File: src/rtl/cam_window_capture.sv
// OV7670 byte stream -> RGB565, windowed/decimated frame-buffer writes; optional CAM_TESTPATTERN_EN pattern source.
// Latency: write strobe 1 cycle after the registered second byte of a pixel.
// Backpressure: none, the camera cannot stall; buffer port must accept one write per cycle.
module cam_window_capture #(
   parameter int SRC_W  = 640,
   parameter int SRC_H  = 480,
   parameter int WIN_W  = 256,
   parameter int WIN_H  = 256,
   parameter int ADDR_W = 16
) (
   input  logic              clk,
   input  logic              rst_n,
   input  logic              cam_vsync,
   input  logic              cam_href,
   input  logic [7:0]        cam_data,
   input  logic              write,
   input  logic [9:0]        win_x0,
   input  logic [8:0]        win_y0,
   input  logic [1:0]        dec_shift,
`ifdef CAM_TESTPATTERN_EN
   input  logic [1:0]        tp_mode,
`endif
   output logic              wr_en,
   output logic [ADDR_W-1:0] wr_addr,
   output logic [15:0]       wr_data,
   output logic              frame_done,
   output logic              frame_valid,
   output logic              line_err
);

   localparam logic [9:0]  X_MAX   = 10'(SRC_W - 1);
   localparam logic [8:0]  Y_MAX   = 9'(SRC_H - 1);
   localparam logic [31:0] WIN_W_U = 32'(WIN_W);
   localparam logic [31:0] WIN_H_U = 32'(WIN_H);

   typedef enum logic [1:0] {SYNC, VBLANK, FRAME} state_t;
   state_t state_q, state_d;

   logic       vs_r, vs_q, hr_r, hr_q;
   logic [7:0] d_r, hi_byte;
   logic       sh_write;
   logic [9:0] sh_x0, x;
   logic [8:0] sh_y0, y;
   logic [1:0] sh_dec, dmask;
   logic       phase, x_full;
`ifdef CAM_TESTPATTERN_EN
   logic [1:0] sh_tp;
   logic [15:0] tp_data;
   logic [2:0]  bar;
`endif

   logic        vs_rise, vs_fall, hr_rise, hr_fall;
   logic        frame_start, frame_end, active, pix_done, hit;
   logic [9:0]  dx, wx;
   logic [8:0]  dy, wy;
   logic [31:0] wx32, wy32;
   logic [15:0] pix_data;

   always_ff @(posedge clk or negedge rst_n) begin
      if (!rst_n) begin
         vs_r <= 1'b0;
         vs_q <= 1'b0;
         hr_r <= 1'b0;
         hr_q <= 1'b0;
         d_r  <= '0;
      end else begin
         vs_r <= cam_vsync;
         vs_q <= vs_r;
         hr_r <= cam_href;
         hr_q <= hr_r;
         d_r  <= cam_data;
      end
   end

   assign vs_rise     = vs_r & ~vs_q;
   assign vs_fall     = ~vs_r & vs_q;
   assign hr_rise     = hr_r & ~hr_q;
   assign hr_fall     = ~hr_r & hr_q;
   assign frame_start = (state_q == VBLANK) && vs_fall;
   assign frame_end   = (state_q == FRAME) && vs_rise;
   assign active      = (state_q == FRAME) && !vs_rise;
   // A byte arriving on the href rise is always a first byte.
   assign pix_done    = active && hr_r && phase && !hr_rise;

   always_ff @(posedge clk or negedge rst_n) begin
      if (!rst_n) state_q <= SYNC;
      else        state_q <= state_d;
   end

   always_comb begin
      state_d = state_q;
      case (state_q)
         SYNC:    if (vs_r)    state_d = VBLANK;
         VBLANK:  if (vs_fall) state_d = FRAME;
         FRAME:   if (vs_rise) state_d = VBLANK;
         default: state_d = SYNC;
      endcase
   end

   always_comb begin
      dmask = 2'b00;
      case (sh_dec)
         2'd0:    dmask = 2'b00;
         2'd1:    dmask = 2'b01;
         default: dmask = 2'b11;
      endcase
   end

   assign dx   = x - sh_x0;
   assign dy   = y - sh_y0;
   assign wx   = dx >> sh_dec;
   assign wy   = dy >> sh_dec;
   assign wx32 = {22'd0, wx};
   assign wy32 = {23'd0, wy};
   // Overrun pixels (x_full) are dropped so they cannot overwrite the last column.
   assign hit  = sh_write && !x_full && (x >= sh_x0) && (y >= sh_y0) &&
                 ((dx[1:0] & dmask) == 2'b00) && ((dy[1:0] & dmask) == 2'b00) &&
                 (wx32 < WIN_W_U) && (wy32 < WIN_H_U);

`ifdef CAM_TESTPATTERN_EN
   assign bar = 3'((wx32 * 32'd8) / WIN_W_U);
   always_comb begin
      tp_data = 16'hF800;
      case (sh_tp)
         2'd1: begin
            case (bar)
               3'd0:    tp_data = 16'hFFFF;
               3'd1:    tp_data = 16'hFFE0;
               3'd2:    tp_data = 16'h07FF;
               3'd3:    tp_data = 16'h07E0;
               3'd4:    tp_data = 16'hF81F;
               3'd5:    tp_data = 16'hF800;
               3'd6:    tp_data = 16'h001F;
               default: tp_data = 16'h0000;
            endcase
         end
         2'd2:    tp_data = {wx[7:0], wy[7:0]};
         default: tp_data = 16'hF800;
      endcase
   end
   assign pix_data = (sh_tp == 2'd0) ? {hi_byte, d_r} : tp_data;
`else
   assign pix_data = {hi_byte, d_r};
`endif

   always_ff @(posedge clk or negedge rst_n) begin
      if (!rst_n) begin
         sh_write    <= 1'b0;
         sh_x0       <= '0;
         sh_y0       <= '0;
         sh_dec      <= '0;
`ifdef CAM_TESTPATTERN_EN
         sh_tp       <= '0;
`endif
         x           <= '0;
         y           <= '0;
         x_full      <= 1'b0;
         phase       <= 1'b0;
         hi_byte     <= '0;
         line_err    <= 1'b0;
         wr_en       <= 1'b0;
         wr_addr     <= '0;
         wr_data     <= '0;
         frame_done  <= 1'b0;
         frame_valid <= 1'b0;
      end else begin
         wr_en      <= pix_done && hit;
         frame_done <= frame_end;
         if (frame_end && sh_write) frame_valid <= 1'b1;
         if (pix_done && hit) begin
            wr_addr <= ADDR_W'(wy32 * WIN_W_U + wx32);
            wr_data <= pix_data;
         end
         if (frame_start) begin
            sh_write <= write;
            sh_x0    <= win_x0;
            sh_y0    <= win_y0;
            sh_dec   <= (dec_shift == 2'd3) ? 2'd2 : dec_shift;
`ifdef CAM_TESTPATTERN_EN
            sh_tp    <= tp_mode;
`endif
            x        <= '0;
            y        <= '0;
            x_full   <= 1'b0;
            phase    <= 1'b0;
            line_err <= 1'b0;
         end else if (active) begin
            if (hr_r) begin
               if (!phase || hr_rise) begin
                  hi_byte <= d_r;
                  phase   <= 1'b1;
               end else begin
                  phase <= 1'b0;
                  if (x_full)          line_err <= 1'b1;
                  else if (x == X_MAX) x_full   <= 1'b1;
                  else                 x        <= x + 10'd1;
               end
            end else if (hr_fall) begin
               x      <= '0;
               x_full <= 1'b0;
               phase  <= 1'b0;
               if (phase)      line_err <= 1'b1;
               if (y != Y_MAX) y        <= y + 9'd1;
            end
         end
      end
   end

endmodule
File: config.mk
export PLATFORM = sky130hd
export DESIGN_NAME = cam_window_capture
export DESIGN_NICKNAME = d
export VERILOG_FILES = /design/src/rtl/cam_window_capture.sv
export SDC_FILE = /design/constraint.sdc
export NUM_CORES = 1
export LEC_CHECK = 0
export CORE_UTILIZATION = 56
export CTS_CLUSTER_SIZE = 30
export DETAILED_ROUTE_END_ITERATION = 7
export PLACE_DENSITY = 0.82
export SETUP_SLACK_MARGIN = 0.1
export SLEW_MARGIN = 40
export SYNTH_ARGS = -nofsm -noshare
export SYNTH_HDL_FRONTEND = slang
export SYNTH_SLANG_ARGS = --single-unit
File: constraint.sdc
create_clock -name clk -period 3.7 [get_ports clk]
set_input_delay 0.555 -clock clk [delete_from_list [all_inputs] [get_ports clk]]
set_output_delay 0.555 -clock clk [all_outputs]
set_load 0.02 [all_outputs]
==> Word level (Yosys, flattened, before mapping) <==
Cells that the tools add are included.
{ "op_classes": {"n_addsub": 5, "magnitude_cmp": 4, "n_eq_ne": 14, "shift": 2, "n_mux": 36, "n_bitwise": 11, "n_reduce_logical": 36} }
{ "ops": {"columns": ["op", "n"], "rows": [
  ["$mux W10", 7],
  ["$mux W9", 5],
  ["$mux W1", 18],
  ["$add A16 B10 Y16", 1],
  ["$logic_and A1 B1 Y1", 15],
  ["$add A10 B1 Y10 const B", 1],
  ["$eq A10 B10 Y1 const B", 1],
  ["$ge A10 B10 Y1", 1],
  ["$lt A10 B9 Y1 const B", 1],
  ["$reduce_and A5 Y1", 2],
  ["$shr A10 B2 Y10", 1],
  ["$sub A10 B10 Y10", 1],
  ["$add A9 B1 Y9 const B", 1],
  ["$ge A9 B9 Y1", 1],
  ["$lt A9 B9 Y1 const B", 1],
  ["$ne A9 B9 Y1 const B", 1],
  ["$shr A9 B2 Y9", 1],
  ["$sub A9 B9 Y9", 1],
  ["$logic_not A2 Y1", 4],
  ["$mux W2", 4],
  ["$reduce_and A4 Y1", 2],
  ["$ne A2 B2 Y1 const B", 3],
  ["$ne A3 B3 Y1 const B", 2],
  ["$pmux W2 S3", 1],
  ["15 further kinds", 32]
]} }
{ "totals": {"reg_bits": 101, "out_inout_bits": 36, "wordCells": 129} }

==> Logic depth before layout (Yosys ltp) <==
Gate-level depths: netlist of run 1.
{ "logic_depth": {"word_depth": 9, "depth_mapped": 15} }

==> Worst setup path before layout of run 1 <==
No wires, ideal clock.
{ "synth_path": {"path_type": "flip-flop to flip-flop", "start": "register x[2]", "end": "register wr_addr[14]", "setup_time_ns": 0.095, "t_arrival_ns": 3.178, "t_required_ns": 3.605, "path_slack_ns": 0.426, "stages_incl_launch_ff": 14, "n_path_buf": 0, "period_less_slack_ns": 3.274, "cell_sequence": "dfrtp_1 ha_1 nor2b_1 o31a_1 o41a_1 or3_1 a31oi_2 nor2_1 ha_1 fa_1 nor3b_1 nand4_1 nor2_1 o31ai_1"} }
{ "synth_via": {"elab_chain_len": 8, "elab_cells_between_ends": 12, "cone_classes": "add/sub (2); order compare (2); shift (1); reduce/logical (7)"} }
{ "synth_lines": {"columns": ["item", "line_no", "rtl"], "rows": [
  ["from (decl)", "42", "logic [9:0] sh_x0, x;"],
  ["from (signal assigned)", "196", "else x <= x + 10'd1;"],
  ["branches (longest 8 deep; another with $add A16 B10 Y16)", null, null],
  ["to (signal assigned)", "171", "wr_addr <= ADDR_W'(wy32 * WIN_W_U + wx32);"],
  ["to (decl)", "24", "output logic [ADDR_W-1:0] wr_addr,"]
]} }
Parallel ways; which one is timed is not known.
A chain may end at the register's enable or synchronous reset.

==> Worst setup path in the final report of run 1 <==
{ "layout_path": {"start": "register x[0]", "end": "register wr_addr[14]"} }
{ "layout_via": {"elab_chain_len": 8, "elab_cells_between_ends": 14, "cone_classes": "add/sub (2); order compare (2); shift (1); bitwise (1); reduce/logical (8)"} }
{ "layout_lines": {"columns": ["item"], "rows": [
  ["branches (longest 8 deep; another with $add A16 B10 Y16)"]
]} }
Parallel ways; which one is timed is not known.

==> results of run 1 <==
[path summary, 6_finish.rpt]
path / from / end / cells past startpoint / slack, ns
min in group clk: vs_r / vs_q / 0 / 0.48
worst max register to register: x[0] / wr_addr[14] / 15 / 0.22
max in group asynchronous: rst_n / d_r[3] / 2 / 2.75
worst max-delay path: x[0] / wr_addr[14] / 15 / 0.22
worst min register to register: vs_r / vs_q / 0 / 0.48
worst min-delay path: rst_n / sh_x0[2] / 1 / 0.20
[power groups by stage]
| stage | registers (mW) | clock network (mW) | logic (mW) |
|---|---|---|---|
| detailed placement | 1.35 | 0 | 1.55 |
| floorplan | 1.33 | 0 | 1.18 |
| CTS | 1.33 | 0.799 | 1.57 |
| finish | 1.33 | 0.776 | 1.63 |
| global placement | 1.34 | 0 | 1.50 |
| global route | 1.35 | 0.840 | 1.81 |
[worst max-delay path, delay by kind of cell (launching register included)]
| family | cells | cell delay [ns] |
|---|---|---|
| adders and majority gates | 4 | 0.96 |
| and+or+nand+nor | 6 | 0.83 |
| DFF | 1 | 0.42 |
| buffers and inverters | 1 | 0.08 |
| AOI/OAI and AO/OA | 4 | 1.11 |
[cell families after synthesis]
family / after synthesis / share of synthesized area (%)
xor+xnor: 25 / 3.862
simple gates: 190 / 16.13
flops: 101 / 44.58
compound gates: 133 / 15.23
fa+ha+maj: 26 / 6.136
buf+inv: 59 / 4.193
mux: 46 / 9.866
[metrics by stage]
stage	setup slack (ns)	std cells	power (mW)
after global routing	0.03509	785	3.999
after global placement	0.2999	766	2.833
final	0.2151	785	3.739
after floorplan	0.4264	580	2.513
after CTS	0.1078	782	3.697
after detailed placement	0.1414	766	2.898
[sequential cells by signal (all words and copies together), names as in the netlist, 2 cells and up]
name     cells
sh_x0       10
sh_y0        9
wr_addr     16
d_r          8
sh_dec       2
wr_data     16
x           10
hi_byte      8
y            9
state_q      2
[area by class of cell]
| cell class | instances | area, µm² |
|---|---|---|
| clock inverter | 7 | 97.59 |
| multi-input combinational | 420 | 2943 |
| inverter | 36 | 135.1 |
| tap | 133 | 166.4 |
| sequential | 101 | 2527 |
| timing repair buffer | 79 | 779.5 |
| fill | 774 | 3002 |
| clock buffer | 9 | 123.9 |
[routing by layer]
metal | GRT usage, % | wire length (µm) | vias to the layer above
met5 | 0 | 0 | -
met4 | 8.901 | 207 | 0
met3 | 6.373 | 738 | 21
met2 | 44.87 | 6394 | 144
met1 | 32.73 | 5488 | 2191
li1 | - | - | 2191
[placed cells by master, fill, tap and decap left out, types with 8 or more instances in the layout]
cell type,synthesis,layout
sky130_fd_sc_hd__buf_4,0,9
sky130_fd_sc_hd__nand3_1,10,10
sky130_fd_sc_hd__inv_1,35,34
sky130_fd_sc_hd__mux2_2,11,11
sky130_fd_sc_hd__dfrtp_1,101,101
sky130_fd_sc_hd__nor2b_1,8,8
sky130_fd_sc_hd__o21ai_0,35,35
sky130_fd_sc_hd__clkdlybuf4s50_1,0,68
sky130_fd_sc_hd__nand4_1,10,10
sky130_fd_sc_hd__xor2_1,17,17
sky130_fd_sc_hd__nor2_1,45,45
sky130_fd_sc_hd__xnor2_1,8,8
sky130_fd_sc_hd__mux2i_1,9,9
sky130_fd_sc_hd__clkbuf_8,0,9
sky130_fd_sc_hd__o21ai_1,13,12
sky130_fd_sc_hd__mux2_1,20,20
sky130_fd_sc_hd__a21o_1,8,8
sky130_fd_sc_hd__ha_1,23,21
sky130_fd_sc_hd__a21oi_1,23,23
sky130_fd_sc_hd__nand2_1,71,71
[repair_timing]
action,CTS,global route
gates resized for setup,0,10
hold buffers,0,0
endpoints found under the setup margin,0,3
buffers inserted,0,3
==> results_tabular.tex, run 1 <==
\begin{tabular}{lr}
\hline
Metric & Value \\
\hline
\multicolumn{2}{l}{\textbf{STA}} \\
Worst slew margin relative to its limit & 42.30\% \\
Fraction of the cycle the final worst path needs & approximately 94\% \\
Final setup violation count & 0 \\
Max-slew violation total from the final report & 0 \\
Minimum period implied by the final worst setup slack & 3.485 ns \\
Least-Margin Pin Slew & 0.8438 ns \\
RSZ-0062 raised after global routing & true \\
Final setup skew & $\sim$0.012 ns \\
Setup TNS & 0 ns \\
Hold Fails Final Rpt & 0 \\
Maximum clock frequency & 287.0 MHz \\
Tightest hold margin & 0.1955 ns \\
\multicolumn{2}{l}{\textbf{Layout}} \\
Synthesis-to-layout area growth & 19.47\% \\
Count of antenna diodes in the layout & 0 \\
Ratio of cells with drive above 1 in the final layout & 9.969\% \\
Design area & 0.006773 mm² \\
Final nets & 707 \\
Utilization after layout & 69.29\% \\
\multicolumn{2}{l}{\textbf{Floorplanning}} \\
Site row count & 36 \\
I/O pins & 70 \\
Die X-Extent & 102.6 µm \\
Core area & 0.009774 mm² \\
Y dimension of the die & between 100 and 150 µm \\
Initial standard-cell utilization of the core & 58.00\% \\
Total Die Area & between 0.01 and 0.015 mm² \\
\multicolumn{2}{l}{\textbf{Global routing}} \\
Grt total ovfl & 0 \\
Pin count of the biggest net entering global routing & 81 \\
Global-route wire length before repair & 21020 µm \\
Antenna violations before repair & 0 \\
Via count of the first global-routing pass & 4388 \\
Gr usage total & 26.30\% \\
\multicolumn{2}{l}{\textbf{Clock tree}} \\
Root buffer cell & sky130\_fd\_sc\_hd\_\_clkbuf\_8 \\
Post-CTS clock slew at the launch and capture registers of the worst setup and hold paths & 0.10 ns \\
Clock insertion delay at the later pin of the skew report & $\sim$0.40 ns \\
Number of H-tree levels & 3 \\
Maximum clock insertion buffer count & 2 \\
CTS tree & yes \\
Inserted Clock Buffers & 9 \\
Clk sink count & slightly above 100 \\
\multicolumn{2}{l}{\textbf{Setup path}} \\
Cell-by-cell listing of the critical path & inv\_2, ha\_2, fa\_2, nor2b\_1, o31a\_1, o41a\_1, or3\_4, a31oi\_4, nor2\_1, ha\_2, fa\_2, nor3b\_2, nand4\_1, nor2\_1, o31ai\_1 \\
Critical path startpoint category & flop \\
CP endpoint kind & flop \\
Crit path DAT & 3.79 ns \\
Type of the worst setup path & flop to flop \\
Required time reported for the critical path endpoint & 4.00 ns \\
Largest fanout of any net on the critical path & 3 \\
Slowest cell on crit path & sky130\_fd\_sc\_hd\_\_o41a\_1 \\
Largest stage delay, worst path & 0.44 ns \\
\multicolumn{2}{l}{\textbf{Synthesis}} \\
Most used DFF post-synth & sky130\_fd\_sc\_hd\_\_dfrtp\_1 \\
Number of synthesized flops with an enable pin & 0 \\
Post-synthesis cell count & between 500 and 600 \\
Portion of the post-synthesis area used by sequential elements & 44.58\% \\
List of most frequent post-synthesis cells & sky130\_fd\_sc\_hd\_\_dfrtp\_1, sky130\_fd\_sc\_hd\_\_nand2\_1, sky130\_fd\_sc\_hd\_\_nor2\_1 \\
Post-synthesis average cell area & 9.774 µm² \\
Biggest area consumer among synthesized cells & sky130\_fd\_sc\_hd\_\_dfrtp\_1 \\
Cell with the most instances after synthesis & sky130\_fd\_sc\_hd\_\_dfrtp\_1 \\
Number of synthesized register bits & 101 \\
Main area contributors after synthesis & sky130\_fd\_sc\_hd\_\_dfrtp\_1, sky130\_fd\_sc\_hd\_\_ha\_1, sky130\_fd\_sc\_hd\_\_nand2\_1, sky130\_fd\_sc\_hd\_\_mux2\_1, sky130\_fd\_sc\_hd\_\_o21ai\_0 \\
Number of synthesis warnings & 0 \\
Synthesized net count & 640 \\
Proportion of register bits with asynchronous set or reset after synthesis & 100.0\% \\
Yosys top cell area share & 44.58\% \\
Netlist area before placement & 0.005669 mm² \\
Number of unique standard cell types used by synthesis & between 60 and 70 \\
\multicolumn{2}{l}{\textbf{Power}} \\
Worst-case vdd ir drop & around 340 µV \\
Combinational power share & 43.7\% \\
Part of the power in registers & between 30 and 40\% \\
Standby leakage power & $\sim$3.1 nW \\
Pwr per Cell Area & $\sim$550 mW/mm² \\
Proportion of power drawn by the clock network & 20.7\% \\
P\_sw & 1.389 mW \\
Internal power summed over all cells & 2.350 mW \\
Switch share & a little under two fifths \\
\multicolumn{2}{l}{\textbf{Place}} \\
Detail Placement HPWL & 9201 µm \\
Number of buffers inserted by port buffering & 69 \\
Total cell area at the placement stage & 0.006496 mm² \\
Final estimated routing congestion in global placement & 0.9352 \\
\multicolumn{2}{l}{\textbf{Routing}} \\
Avg Vias per Cell & between 5 and 6 \\
Vias & 4547 \\
Count of routing violations after the opening detailed-route iteration & 320 \\
Remaining antenna violation count after routing & 0 \\
First-pass iteration count of the detailed router & 5 \\
Post-route DRC violation count & 0 \\
Post-detailed-routing wire length & 12830 µm \\
Wire per inst & 16.34 µm \\
\multicolumn{2}{l}{\textbf{Status}} \\
Run status & finished clean \\
\multicolumn{2}{l}{\textbf{Hold path}} \\
Worst hold path class & input pin to async pin \\
\multicolumn{2}{l}{\textbf{Flow run}} \\
Max-cap violations & 0 \\
\hline
\end{tabular}
(Power assumes the default switching activity.)
==> run 2: changes to the inputs <==
--- a/config.mk
+++ b/config.mk
@@ -7,2 +7,3 @@
 export LEC_CHECK = 0
+export CORE_ASPECT_RATIO = 0.75
 export CORE_UTILIZATION = 56
@@ -10,3 +11,3 @@
 export DETAILED_ROUTE_END_ITERATION = 7
-export PLACE_DENSITY = 0.82
+export PLACE_DENSITY_LB_ADDON = 0.12
 export SETUP_SLACK_MARGIN = 0.1
--- a/constraint.sdc
+++ b/constraint.sdc
@@ -3,2 +3,2 @@
 set_output_delay 0.555 -clock clk [all_outputs]
-set_load 0.02 [all_outputs]
+set_load 0.005 [all_outputs]
==> results_tabular.tex, run 2 (synthesis results as in run 1) <==
\begin{tabular}{lr}
\hline
Metric & Value \\
\hline
\multicolumn{2}{l}{\textbf{Status}} \\
Run status & finished clean \\
\multicolumn{2}{l}{\textbf{Floorplanning}} \\
Y dimension of the die & 89.14 µm \\
Total Die Area & 0.01053 mm² \\
Core area & slightly below 0.01 mm² \\
Initial standard-cell utilization of the core & 58.23\% \\
Site row count & 31 \\
Die X-Extent & 118.2 µm \\
I/O pins & 70 \\
\multicolumn{2}{l}{\textbf{Routing}} \\
Avg Vias per Cell & 5.820 \\
Post-detailed-routing wire length & 13050 µm \\
Post-route DRC violation count & 0 \\
Remaining antenna violation count after routing & 0 \\
Vias & roughly 4600 \\
Count of routing violations after the opening detailed-route iteration & about 340 \\
Wire per inst & 16.63 µm \\
First-pass iteration count of the detailed router & 7 \\
\multicolumn{2}{l}{\textbf{Setup path}} \\
Crit path DAT & 3.75 ns \\
CP endpoint kind & flop \\
CP startpoint & x[2] \\
Origin of the critical flop-to-flop path & x[2] \\
Critical path's top delay family & compound AO/OA/AOI/OAI gates \\
Type of the worst setup path & flop to flop \\
Required time reported for the critical path endpoint & 3.96 ns \\
Largest fanout of any net on the critical path & 6 \\
Slowest cell on crit path & sky130\_fd\_sc\_hd\_\_dfrtp\_2 \\
Critical path startpoint category & flop \\
Cell-by-cell listing of the critical path & ha\_1, nor2b\_1, o31a\_1, o41a\_1, or3\_4, a31oi\_4, nor2\_1, ha\_1, fa\_2, nor3b\_2, nand4\_1, nor2\_1, o31ai\_1 \\
Worst path buffer plus inverter count & 0 \\
Largest stage delay, worst path & about 0.44 ns \\
\multicolumn{2}{l}{\textbf{Clock tree}} \\
Count of hold buffers inserted by post-cts repair & 0 \\
Number of H-tree levels & 3 \\
Post-CTS clock slew at the launch and capture registers of the worst setup and hold paths & $\sim$0.070 ns \\
Maximum clock insertion buffer count & 2 \\
Clk sink count & 101 \\
Clock insertion delay at the later pin of the skew report & 0.35 ns \\
CTS tree & yes \\
Root buffer cell & sky130\_fd\_sc\_hd\_\_clkbuf\_16 \\
Inserted Clock Buffers & 9 \\
\multicolumn{2}{l}{\textbf{Global routing}} \\
Via count of the first global-routing pass & between 4000 and 5000 \\
Gr usage total & 26.78\% \\
Grt total ovfl & 0 \\
Antenna violations before repair & 0 \\
Global-route wire length before repair & around 22000 µm \\
Pin count of the biggest net entering global routing & 53 \\
\multicolumn{2}{l}{\textbf{Place}} \\
Final estimated routing congestion in global placement & about 0.9 \\
Post-place setup slack & about 0.16 ns \\
Number of buffers inserted by port buffering & 69 \\
Detail Placement HPWL & 9591 µm \\
\multicolumn{2}{l}{\textbf{Layout}} \\
Count of antenna diodes in the layout & 0 \\
Most frequent cells in the layout & sky130\_fd\_sc\_hd\_\_dfrtp\_1, sky130\_fd\_sc\_hd\_\_nand2\_1, sky130\_fd\_sc\_hd\_\_clkdlybuf4s50\_1 \\
Multi-input gate area in the final layout & 0.002962 mm² \\
Commonest non-fill, non-tap cell in the layout & sky130\_fd\_sc\_hd\_\_dfrtp\_1 \\
Synthesis-to-layout area growth & 20.97\% \\
FF+latch area & approximately 0.0025 mm² \\
Final nets & 708 \\
Leading registers by flop count & wr\_addr (16), wr\_data (16) \\
Filler cell count in the final layout & 730 \\
Utilization after layout & 70.44\% \\
Ratio of cells with drive above 1 in the final layout & 10.26\% \\
\multicolumn{2}{l}{\textbf{STA}} \\
Least-Margin Pin Slew & 0.5631 ns \\
Minimum period implied by the final worst setup slack & 3.491 ns \\
Final setup skew & 0.007028 ns \\
Setup TNS & 0 ns \\
Tightest hold margin & roughly 0.16 ns \\
Final setup violation count & 0 \\
Fraction of the cycle the final worst path needs & 94.34\% \\
Hold Fails Final Rpt & 0 \\
Max-slew violation total from the final report & 0 \\
Maximum clock frequency & 286.5 MHz \\
Worst slew margin relative to its limit & 62.21\% \\
Setup ws final & 0.2094 ns \\
RSZ-0062 raised after global routing & true \\
\multicolumn{2}{l}{\textbf{Flow run}} \\
Max-cap violations & 0 \\
\multicolumn{2}{l}{\textbf{Power}} \\
Standby leakage power & 3.117 nW \\
Worst-case vdd ir drop & between 200 and 300 µV \\
Pwr per Cell Area & between 500 and 600 mW/mm² \\
Pwr Total & 3.915 mW \\
\multicolumn{2}{l}{\textbf{Hold path}} \\
Worst hold path class & input pin to async pin \\
\hline
\end{tabular}
[run 2: worst paths after layout]
check,end,slack [ns],cells after the start
setup reg to reg,wr_addr[14],0.21,13
hold / removal,hi_byte[0],0.16,1
min in group clk,vs_q,0.47,0
hold reg to reg,vs_q,0.47,0
setup / recovery,wr_addr[14],0.21,13
max in group asynchronous,x[2],2.66,2
[run 2: per-layer routing]
layer	track usage [%]	wire [µm]	share of wire, %	vias to the layer above
li1	-	-	-	2188
met1	39.72	6311	48	2221
met2	41.18	5811	45	150
met3	4.337	793	6.1	10
met4	7.226	138	1.1	0
met5	0	0	0	-
[run 2: layout make-up]
| class | instances | share of cell area, % |
|---|---|---|
| multi-input cells | 420 | 43.19 |
| flip-flops and latches | 101 | 36.87 |
| repair buffers | 80 | 11.42 |
| clock buffers | 10 | 3.339 |
| well taps | 132 | 2.408 |
| inverters | 36 | 1.970 |
| clock inverters | 6 | 0.8028 |
[run 2: what timing repair did]
item                                    4_1_cts  5_1_grt
gates resized for setup                       0       14
endpoints found under the hold margin         0        0
buffers inserted                              0        1
endpoints found under the setup margin        0        5
[run 2: stage by stage]
step	instances	area, µm²
5_1_grt	785	6858
3_3_place_gp	768	6514
6_report	785	6858
4_1_cts	784	6798
2_1_floorplan	580	5669
3_5_place_dp	768	6514
[run 2: worst register-to-register path: cells and delay by family (launching register included)]
family	cells	cell delay (ns)
flops	1	0.44
compound gates	4	1.10
fa+ha+maj	3	0.92
simple gates	6	0.94
[run 2: report_power, final]
| group | internal, mW | switching [mW] | total, mW |
|---|---|---|---|
| clock | 0.469 | 0.436 | 0.906 |
| combinational | 0.725 | 0.939 | 1.66 |
| sequential | 1.25 | 0.0935 | 1.34 |
